--- src/rtl/prog_event_counter_if.sv ---
// Control and status bundle for prog_event_counter: the controller drives the
// command/config side, the counter drives the count and status side.
interface prog_event_counter_if #(
  parameter int CNT_W   = 8,
  parameter int PRESC_W = 4
);
  logic               en;
  logic               clr;
  logic               start;
  logic               stop;
  logic               dir_down;
  logic               one_shot;
  logic [PRESC_W-1:0] presc_div;
  logic [CNT_W-1:0]   term_val;
  logic [CNT_W-1:0]   cnt;
  logic               tc;
  logic               done;
  logic               busy;

  modport master (
    output en, clr, start, stop, dir_down, one_shot, presc_div, term_val,
    input  cnt, tc, done, busy
  );

  modport slave (
    input  en, clr, start, stop, dir_down, one_shot, presc_div, term_val,
    output cnt, tc, done, busy
  );
endinterface

--- src/rtl/prog_event_counter.sv ---
// Programmable up/down event counter with prescaler, auto-reload or one-shot,
// and a single-cycle terminal-count pulse.
module prog_event_counter #(
  parameter int CNT_W   = 8,
  parameter int PRESC_W = 4
) (
  input  logic                  clk,
  input  logic                  rst_n,
  prog_event_counter_if.slave   bus
);

  typedef enum logic [1:0] {
    ST_IDLE = 2'd0,
    ST_RUN  = 2'd1,
    ST_DONE = 2'd2
  } state_e;

  state_e             state_r;
  state_e             state_nxt_s;
  logic               dir_q_r;
  logic               one_shot_q_r;
  logic [PRESC_W-1:0] div_q_r;
  logic [CNT_W-1:0]   term_q_r;
  logic [PRESC_W-1:0] presc_r;
  logic [PRESC_W-1:0] presc_nxt_s;
  logic [CNT_W-1:0]   cnt_r;
  logic [CNT_W-1:0]   cnt_nxt_s;
  logic               tc_r;
  logic               tc_nxt_s;
  logic               done_r;
  logic               busy_r;
  logic               tick_s;
  logic               at_end_s;
  logic               term_tick_s;
  logic [CNT_W-1:0]   start_val_s;
  logic [CNT_W-1:0]   load_val_s;

  assign tick_s      = (state_r == ST_RUN) && bus.en && (presc_r == div_q_r);
  assign at_end_s    = dir_q_r ? (cnt_r == {CNT_W{1'b0}}) : (cnt_r == term_q_r);
  assign term_tick_s = tick_s && at_end_s;
  // clr returns to the start value of the config already latched; start uses the new one
  assign start_val_s = dir_q_r ? term_q_r : {CNT_W{1'b0}};
  assign load_val_s  = bus.dir_down ? bus.term_val : {CNT_W{1'b0}};

  // FSM state register
  always_ff @(posedge clk or negedge rst_n) begin
    if (!rst_n) begin
      state_r <= ST_IDLE;
    end else begin
      state_r <= state_nxt_s;
    end
  end

  // FSM next-state logic, priority clr > start > stop > tick
  always_comb begin
    state_nxt_s = state_r;
    if (bus.clr) begin
      state_nxt_s = ST_IDLE;
    end else if (bus.start) begin
      state_nxt_s = ST_RUN;
    end else begin
      case (state_r)
        ST_RUN: begin
          if (bus.stop) begin
            state_nxt_s = ST_IDLE;
          end else if (term_tick_s && one_shot_q_r) begin
            state_nxt_s = ST_DONE;
          end else begin
            state_nxt_s = ST_RUN;
          end
        end
        ST_IDLE: state_nxt_s = ST_IDLE;
        ST_DONE: state_nxt_s = ST_DONE;
        default: state_nxt_s = ST_IDLE;
      endcase
    end
  end

  // Datapath and output next values
  always_comb begin
    cnt_nxt_s   = cnt_r;
    presc_nxt_s = presc_r;
    tc_nxt_s    = 1'b0;
    if (bus.clr) begin
      cnt_nxt_s   = start_val_s;
      presc_nxt_s = {PRESC_W{1'b0}};
    end else if (bus.start) begin
      cnt_nxt_s   = load_val_s;
      presc_nxt_s = {PRESC_W{1'b0}};
    end else if (bus.stop) begin
      cnt_nxt_s   = cnt_r;
    end else if ((state_r == ST_RUN) && bus.en) begin
      if (tick_s) begin
        presc_nxt_s = {PRESC_W{1'b0}};
        if (at_end_s) begin
          tc_nxt_s = 1'b1;
          if (one_shot_q_r) begin
            cnt_nxt_s = cnt_r;
          end else begin
            cnt_nxt_s = start_val_s;
          end
        end else if (dir_q_r) begin
          cnt_nxt_s = cnt_r - {{(CNT_W-1){1'b0}}, 1'b1};
        end else begin
          cnt_nxt_s = cnt_r + {{(CNT_W-1){1'b0}}, 1'b1};
        end
      end else begin
        presc_nxt_s = presc_r + {{(PRESC_W-1){1'b0}}, 1'b1};
      end
    end else begin
      cnt_nxt_s = cnt_r;
    end
  end

  // Datapath and status output registers
  always_ff @(posedge clk or negedge rst_n) begin
    if (!rst_n) begin
      cnt_r   <= {CNT_W{1'b0}};
      presc_r <= {PRESC_W{1'b0}};
      tc_r    <= 1'b0;
      done_r  <= 1'b0;
      busy_r  <= 1'b0;
    end else begin
      cnt_r   <= cnt_nxt_s;
      presc_r <= presc_nxt_s;
      tc_r    <= tc_nxt_s;
      done_r  <= (state_nxt_s == ST_DONE);
      busy_r  <= (state_nxt_s == ST_RUN);
    end
  end

  // Configuration captured on an accepted start
  always_ff @(posedge clk or negedge rst_n) begin
    if (!rst_n) begin
      dir_q_r      <= 1'b0;
      one_shot_q_r <= 1'b0;
      div_q_r      <= {PRESC_W{1'b0}};
      term_q_r     <= {CNT_W{1'b0}};
    end else if (bus.start && !bus.clr) begin
      dir_q_r      <= bus.dir_down;
      one_shot_q_r <= bus.one_shot;
      div_q_r      <= bus.presc_div;
      term_q_r     <= bus.term_val;
    end else begin
      dir_q_r      <= dir_q_r;
      one_shot_q_r <= one_shot_q_r;
      div_q_r      <= div_q_r;
      term_q_r     <= term_q_r;
    end
  end

  assign bus.cnt  = cnt_r;
  assign bus.tc   = tc_r;
  assign bus.done = done_r;
  assign bus.busy = busy_r;

endmodule
--- src/flat_wrapper.sv ---
// flat-port wrapper written by rule: the top's interface ports become plain ports
module prog_event_counter_flat 
#(
  parameter int CNT_W   = 8,
  parameter int PRESC_W = 4
)
  (clk, rst_n, bus_en, bus_clr, bus_start, bus_stop, bus_dir_down, bus_one_shot, bus_presc_div, bus_term_val, bus_cnt, bus_tc, bus_done, bus_busy);
  prog_event_counter_if #(.CNT_W(CNT_W), .PRESC_W(PRESC_W)) bus_i ();
  input  logic clk;
  input  logic rst_n;
  input wire logic [$bits(bus_i.en)-1:0] bus_en;
  input wire logic [$bits(bus_i.clr)-1:0] bus_clr;
  input wire logic [$bits(bus_i.start)-1:0] bus_start;
  input wire logic [$bits(bus_i.stop)-1:0] bus_stop;
  input wire logic [$bits(bus_i.dir_down)-1:0] bus_dir_down;
  input wire logic [$bits(bus_i.one_shot)-1:0] bus_one_shot;
  input wire logic [$bits(bus_i.presc_div)-1:0] bus_presc_div;
  input wire logic [$bits(bus_i.term_val)-1:0] bus_term_val;
  output wire logic [$bits(bus_i.cnt)-1:0] bus_cnt;
  output wire logic [$bits(bus_i.tc)-1:0] bus_tc;
  output wire logic [$bits(bus_i.done)-1:0] bus_done;
  output wire logic [$bits(bus_i.busy)-1:0] bus_busy;
  assign bus_i.en = bus_en;
  assign bus_i.clr = bus_clr;
  assign bus_i.start = bus_start;
  assign bus_i.stop = bus_stop;
  assign bus_i.dir_down = bus_dir_down;
  assign bus_i.one_shot = bus_one_shot;
  assign bus_i.presc_div = bus_presc_div;
  assign bus_i.term_val = bus_term_val;
  assign bus_cnt = bus_i.cnt;
  assign bus_tc = bus_i.tc;
  assign bus_done = bus_i.done;
  assign bus_busy = bus_i.busy;
  prog_event_counter #(.CNT_W(CNT_W), .PRESC_W(PRESC_W)) u_core (.clk(clk), .rst_n(rst_n), .bus(bus_i));
endmodule
--- config.mk ---
export PLATFORM = sky130hd
export DESIGN_NAME = prog_event_counter_flat
export DESIGN_NICKNAME = d
export VERILOG_FILES = /design/src/rtl/prog_event_counter_if.sv /design/src/rtl/prog_event_counter.sv /design/src/flat_wrapper.sv
export SDC_FILE = /design/constraint.sdc
export NUM_CORES = 1
export LEC_CHECK = 0
export CAP_MARGIN = 20
export CORE_UTILIZATION = 54
export CTS_BUF_LIST = sky130_fd_sc_hd__clkbuf_4 sky130_fd_sc_hd__clkbuf_8
export DETAILED_ROUTE_END_ITERATION = 10
export PLACE_DENSITY = 0.92
export SYNTH_ARGS = -nofsm -noshare
export SYNTH_HDL_FRONTEND = slang
export SYNTH_SLANG_ARGS = --single-unit
--- constraint.sdc ---
create_clock -name clk -period 3.3 [get_ports clk]
set_input_delay 0.825 -clock clk [delete_from_list [all_inputs] [get_ports clk]]
set_output_delay 0.825 -clock clk [all_outputs]
set_load 0.02 [all_outputs]
==> results_dict.tcl <==
set metrics [dict create \
    outcome "finished, final reports clean" \
    critPathTopFamily "simple AND/OR/NAND/NOR gates" \
    pre_cts_slack_ps 429 \
    synth.distinct_cells 43 \
    antenna_cells 0 \
    totalPowerFinal_mw 1.24 \
    fin_nets 268 \
    clock_latency_ps 350 \
    power_leakage_nw 1.03 \
    highest_layer "met4" \
    fillers 271 \
    fp.dieArea_um2 3720 \
    wl_met3_um 315 \
    wirelength_um 4340 \
    cts_tree "done" \
    synth_nets 233 \
    hp-class "flop to flop" \
    yosysWarnings 0 \
    first_iter_violations 113 \
    netSwitchingPower_mw 0.429 \
    slew_headroom_pct 25.5 \
    powerDensity_nw_per_um2 534 \
    cp-start-kind "input port" \
    cts_sinks 31 \
    max_stage_delay_ps 530 \
    clockRootBuffer "clkbuf_4" \
    synthCells 203 \
    fin_skew_ps 11.2 \
    rows 21 \
    max_cap_viol_count 0 \
    peakVddDrop_mv 0.233 \
    rrSetupSlack_ps 790 \
    multi_input_area_um2 1040 \
    sw_frac_of_total_pct 34.7 \
    die_h_um 61.0 \
    min_period_ps 2570 \
    cts-buffers-inserted 5 \
    core-area_um2 3340 \
    clk_pin_slew_worst_paths_ps 100 \
    internal_power_mw 0.809 \
    ff_latch_area_um2 776 \
    drt_first_pass_iters 5 \
    drt-met1-wl_um 1870 \
    p_comb_share_pct 34.4 \
    maxSlewViolCount 0 \
    h-tree-depth 2 \
    seq_power_share_pct 40.1 \
    grt.overflow.total 0 \
    grt_antenna_before_repair 0 \
    slowest_stage "or3b_2" \
    postRouteAntennaNets 0 \
    hpwl_um 3140 \
    fmax_ghz 0.389 \
    crit_arrival_ps 2820 \
    final.setup.tns_ps 0 \
    clock_path_buffers 2 \
    crit_path_end_kind "flop" \
    crit_chain "clkdlybuf4s50_1 -> or2_2 -> a31oi_1 -> o31ai_1 -> or3b_2 -> a22oi_1" \
    r2r.worst_path.cells 8 \
    path_buf_inv 1 \
    met2_length_um 2060 \
    rsz0062_at_grt "false" \
    timing.hold.worst_endpoint "u_core.div_q_r[3]" \
    wl_per_cell_um 15.2 \
    hold_viol 0 \
    cp.required_ps 3550 \
    synth_area_per_cell_um2 9.26 \
    grt_pass1_vias 1574 \
    crit_type "input port to flop" \
    vias_per_cell 5.67 \
    p_clk_share_pct 25.4 \
    drc 0 \
    hold_depth 2 \
    timing.rr.end "u_core.bus.cnt[6]" \
    grt_start_max_net_pins 32 \
    worstHoldStart "u_core.div_q_r[3]" \
    die_w_um 61.0 \
    drive_gt1_share_pct 8.37 \
    synth_seq_cells 31 \
    io_buffers 30 \
    postCtsResizedCells 0 \
    setup_violations 0 \
    layout_setup_ws_ps 728 \
    vias 1617 \
    tightest_slew_ps 1110 \
    start_util_pct 56.4 \
    cts_setup_buffers 0 \
    grt_pass1_wl_um 7160 \
    cp_max_fo 9 \
    gp_congestion 0.895 \
    grt_use_total_pct 26.9 \
    ys_seq_area_share_pct 41.3 \
    rr_startpoint "u_core.dir_q_r" \
    cts_hold_buffers 0 \
    ios 31 \
    syn_area_um2 1880 \
    post-route-period-util_pct 78.0 \
    areaGrowthSynthToFinish_pct 23.2 \
]
## layout by cell type, fill, tap and decap left out, types with 7 or more instances in the layout
master and instances:
clkdlybuf4s50_1 30, dfrtp_1 31, ha_1 9, inv_1 11
nand2_1 46, nand3_1 7, o21ai_0 9, xnor2_1 10
## layer usage
layer | vias up | GRT usage [%]
met3 | 12 | 6.51
met5 | - | 0
met1 | 745 | 35.9
met2 | 72 | 41.8
li1 | 788 | -
met4 | 0 | 12.0
## sequential cells by signal, summed over array words and instances (netlist names), 2 cells and up
name,count
u_core.presc_r,4
u_core.term_q_r,8
u_core.bus.cnt,8
u_core.state_r,2
u_core.div_q_r,4
## how the worst max path moves through the flow
stage / startpoint / cells past startpoint / slack [ps] / end
after floorplan: bus_start / 6 / 1070 / u_core.bus.cnt[6]
after global placement: bus_start / 6 / 510 / u_core.bus.cnt[6]
after detailed placement: bus_start / 6 / 430 / u_core.bus.cnt[6]
after CTS: bus_start / 6 / 760 / u_core.bus.cnt[6]
after global routing: u_core.bus.cnt[1] / 6 / 580 / u_core.bus.cnt[7]
final: bus_start / 6 / 730 / u_core.bus.cnt[6]
## logic make-up (layout without fill, tap and decap cells)
logic type / Yosys count / after routing / share of synthesized area [%]
buffers and inverters: 15 / 51 / 3.39
AO/OA/AOI/OAI: 40 / 40 / 15.6
XOR/XNOR: 16 / 16 / 7.45
adder cells (fa/ha/maj): 10 / 10 / 7.05
multiplexers: 8 / 8 / 4.59
flip-flops: 31 / 31 / 41.3
AND/OR/NAND/NOR: 83 / 83 / 20.7
## worst register-to-register path, delay by kind of cell, from the launching register on
| family | cells | cell delay, ps |
|---|---|---|
| simple gates | 3 | 680 |
| flops | 1 | 600 |
| compound gates | 3 | 530 |
| buf+inv | 1 | 170 |
| fa+ha+maj | 1 | 450 |
## power by group through the flow
stage / clock network, mW / registers [mW] / logic [mW]
5_1_grt: 0.336 / 0.504 / 0.468
3_3_place_gp: 0 / 0.500 / 0.407
4_1_cts: 0.317 / 0.495 / 0.424
3_5_place_dp: 0 / 0.502 / 0.421
2_1_floorplan: 0 / 0.514 / 0.252
6_report: 0.315 / 0.497 / 0.427
## final cells by class
type,instances,area share (%)
Multi-Input combinational cell,157,44.9
Sequential cell,31,33.5
Timing Repair Buffer,32,13.6
Tap cell,46,2.48
Clock buffer,6,2.21
Inverter,11,1.78
Clock inverter,2,1.51
## stage by stage
| stage | area, um2 | hold WS [ps] | std cells | util [%] |
|---|---|---|---|---|
| 6_report | 2320 | 507 | 285 | 69.4 |
| 5_1_grt | 2320 | 534 | 285 | 69.4 |
| 4_1_cts | 2320 | 509 | 285 | 69.4 |
| 3_5_place_dp | 2230 | 485 | 277 | 66.9 |
| 3_3_place_gp | 2230 | 483 | 277 | 66.9 |
| 2_1_floorplan | 1880 | 466 | 203 | - |
## cells in the mapped netlist
master / number / area share, %
a21o_1: 2 / 0.80
a21oi_1: 5 / 1.3
a221oi_1: 2 / 0.93
a222oi_1: 1 / 0.53
a22oi_1: 6 / 2.4
a31oi_1: 2 / 0.67
a41oi_4: 1 / 1.5
and2_1: 1 / 0.33
and4b_1: 1 / 0.53
buf_6: 1 / 0.60
clkbuf_1: 3 / 0.60
dfrtp_1: 31 / 41
fa_1: 1 / 1.1
ha_1: 9 / 6.0
inv_1: 11 / 2.2
mux2_2: 5 / 3.0
mux2i_1: 3 / 1.6
nand2_1: 46 / 9.2
nand2b_1: 2 / 0.67
nand3_1: 7 / 1.9
nand3b_1: 1 / 0.40
nand4_1: 2 / 0.67
nand4b_1: 1 / 0.47
nor2_1: 6 / 1.2
nor2b_1: 3 / 1.0
nor3_1: 6 / 1.6
nor3b_1: 1 / 0.40
nor4_1: 2 / 0.67
o2111ai_1: 1 / 0.47
o21a_1: 3 / 1.2
o21ai_0: 9 / 2.4
o21ai_1: 1 / 0.27
o21bai_1: 1 / 0.40
o2bb2ai_1: 1 / 0.47
o31a_1: 2 / 0.93
o31a_2: 1 / 0.53
o31ai_1: 2 / 0.80
or2_2: 1 / 0.33
or3_1: 1 / 0.33
or3b_2: 1 / 0.47
or4_4: 1 / 0.60
xnor2_1: 10 / 4.7
xor2_1: 6 / 2.8
No activity file was read; power rests on OpenSTA's default activity.
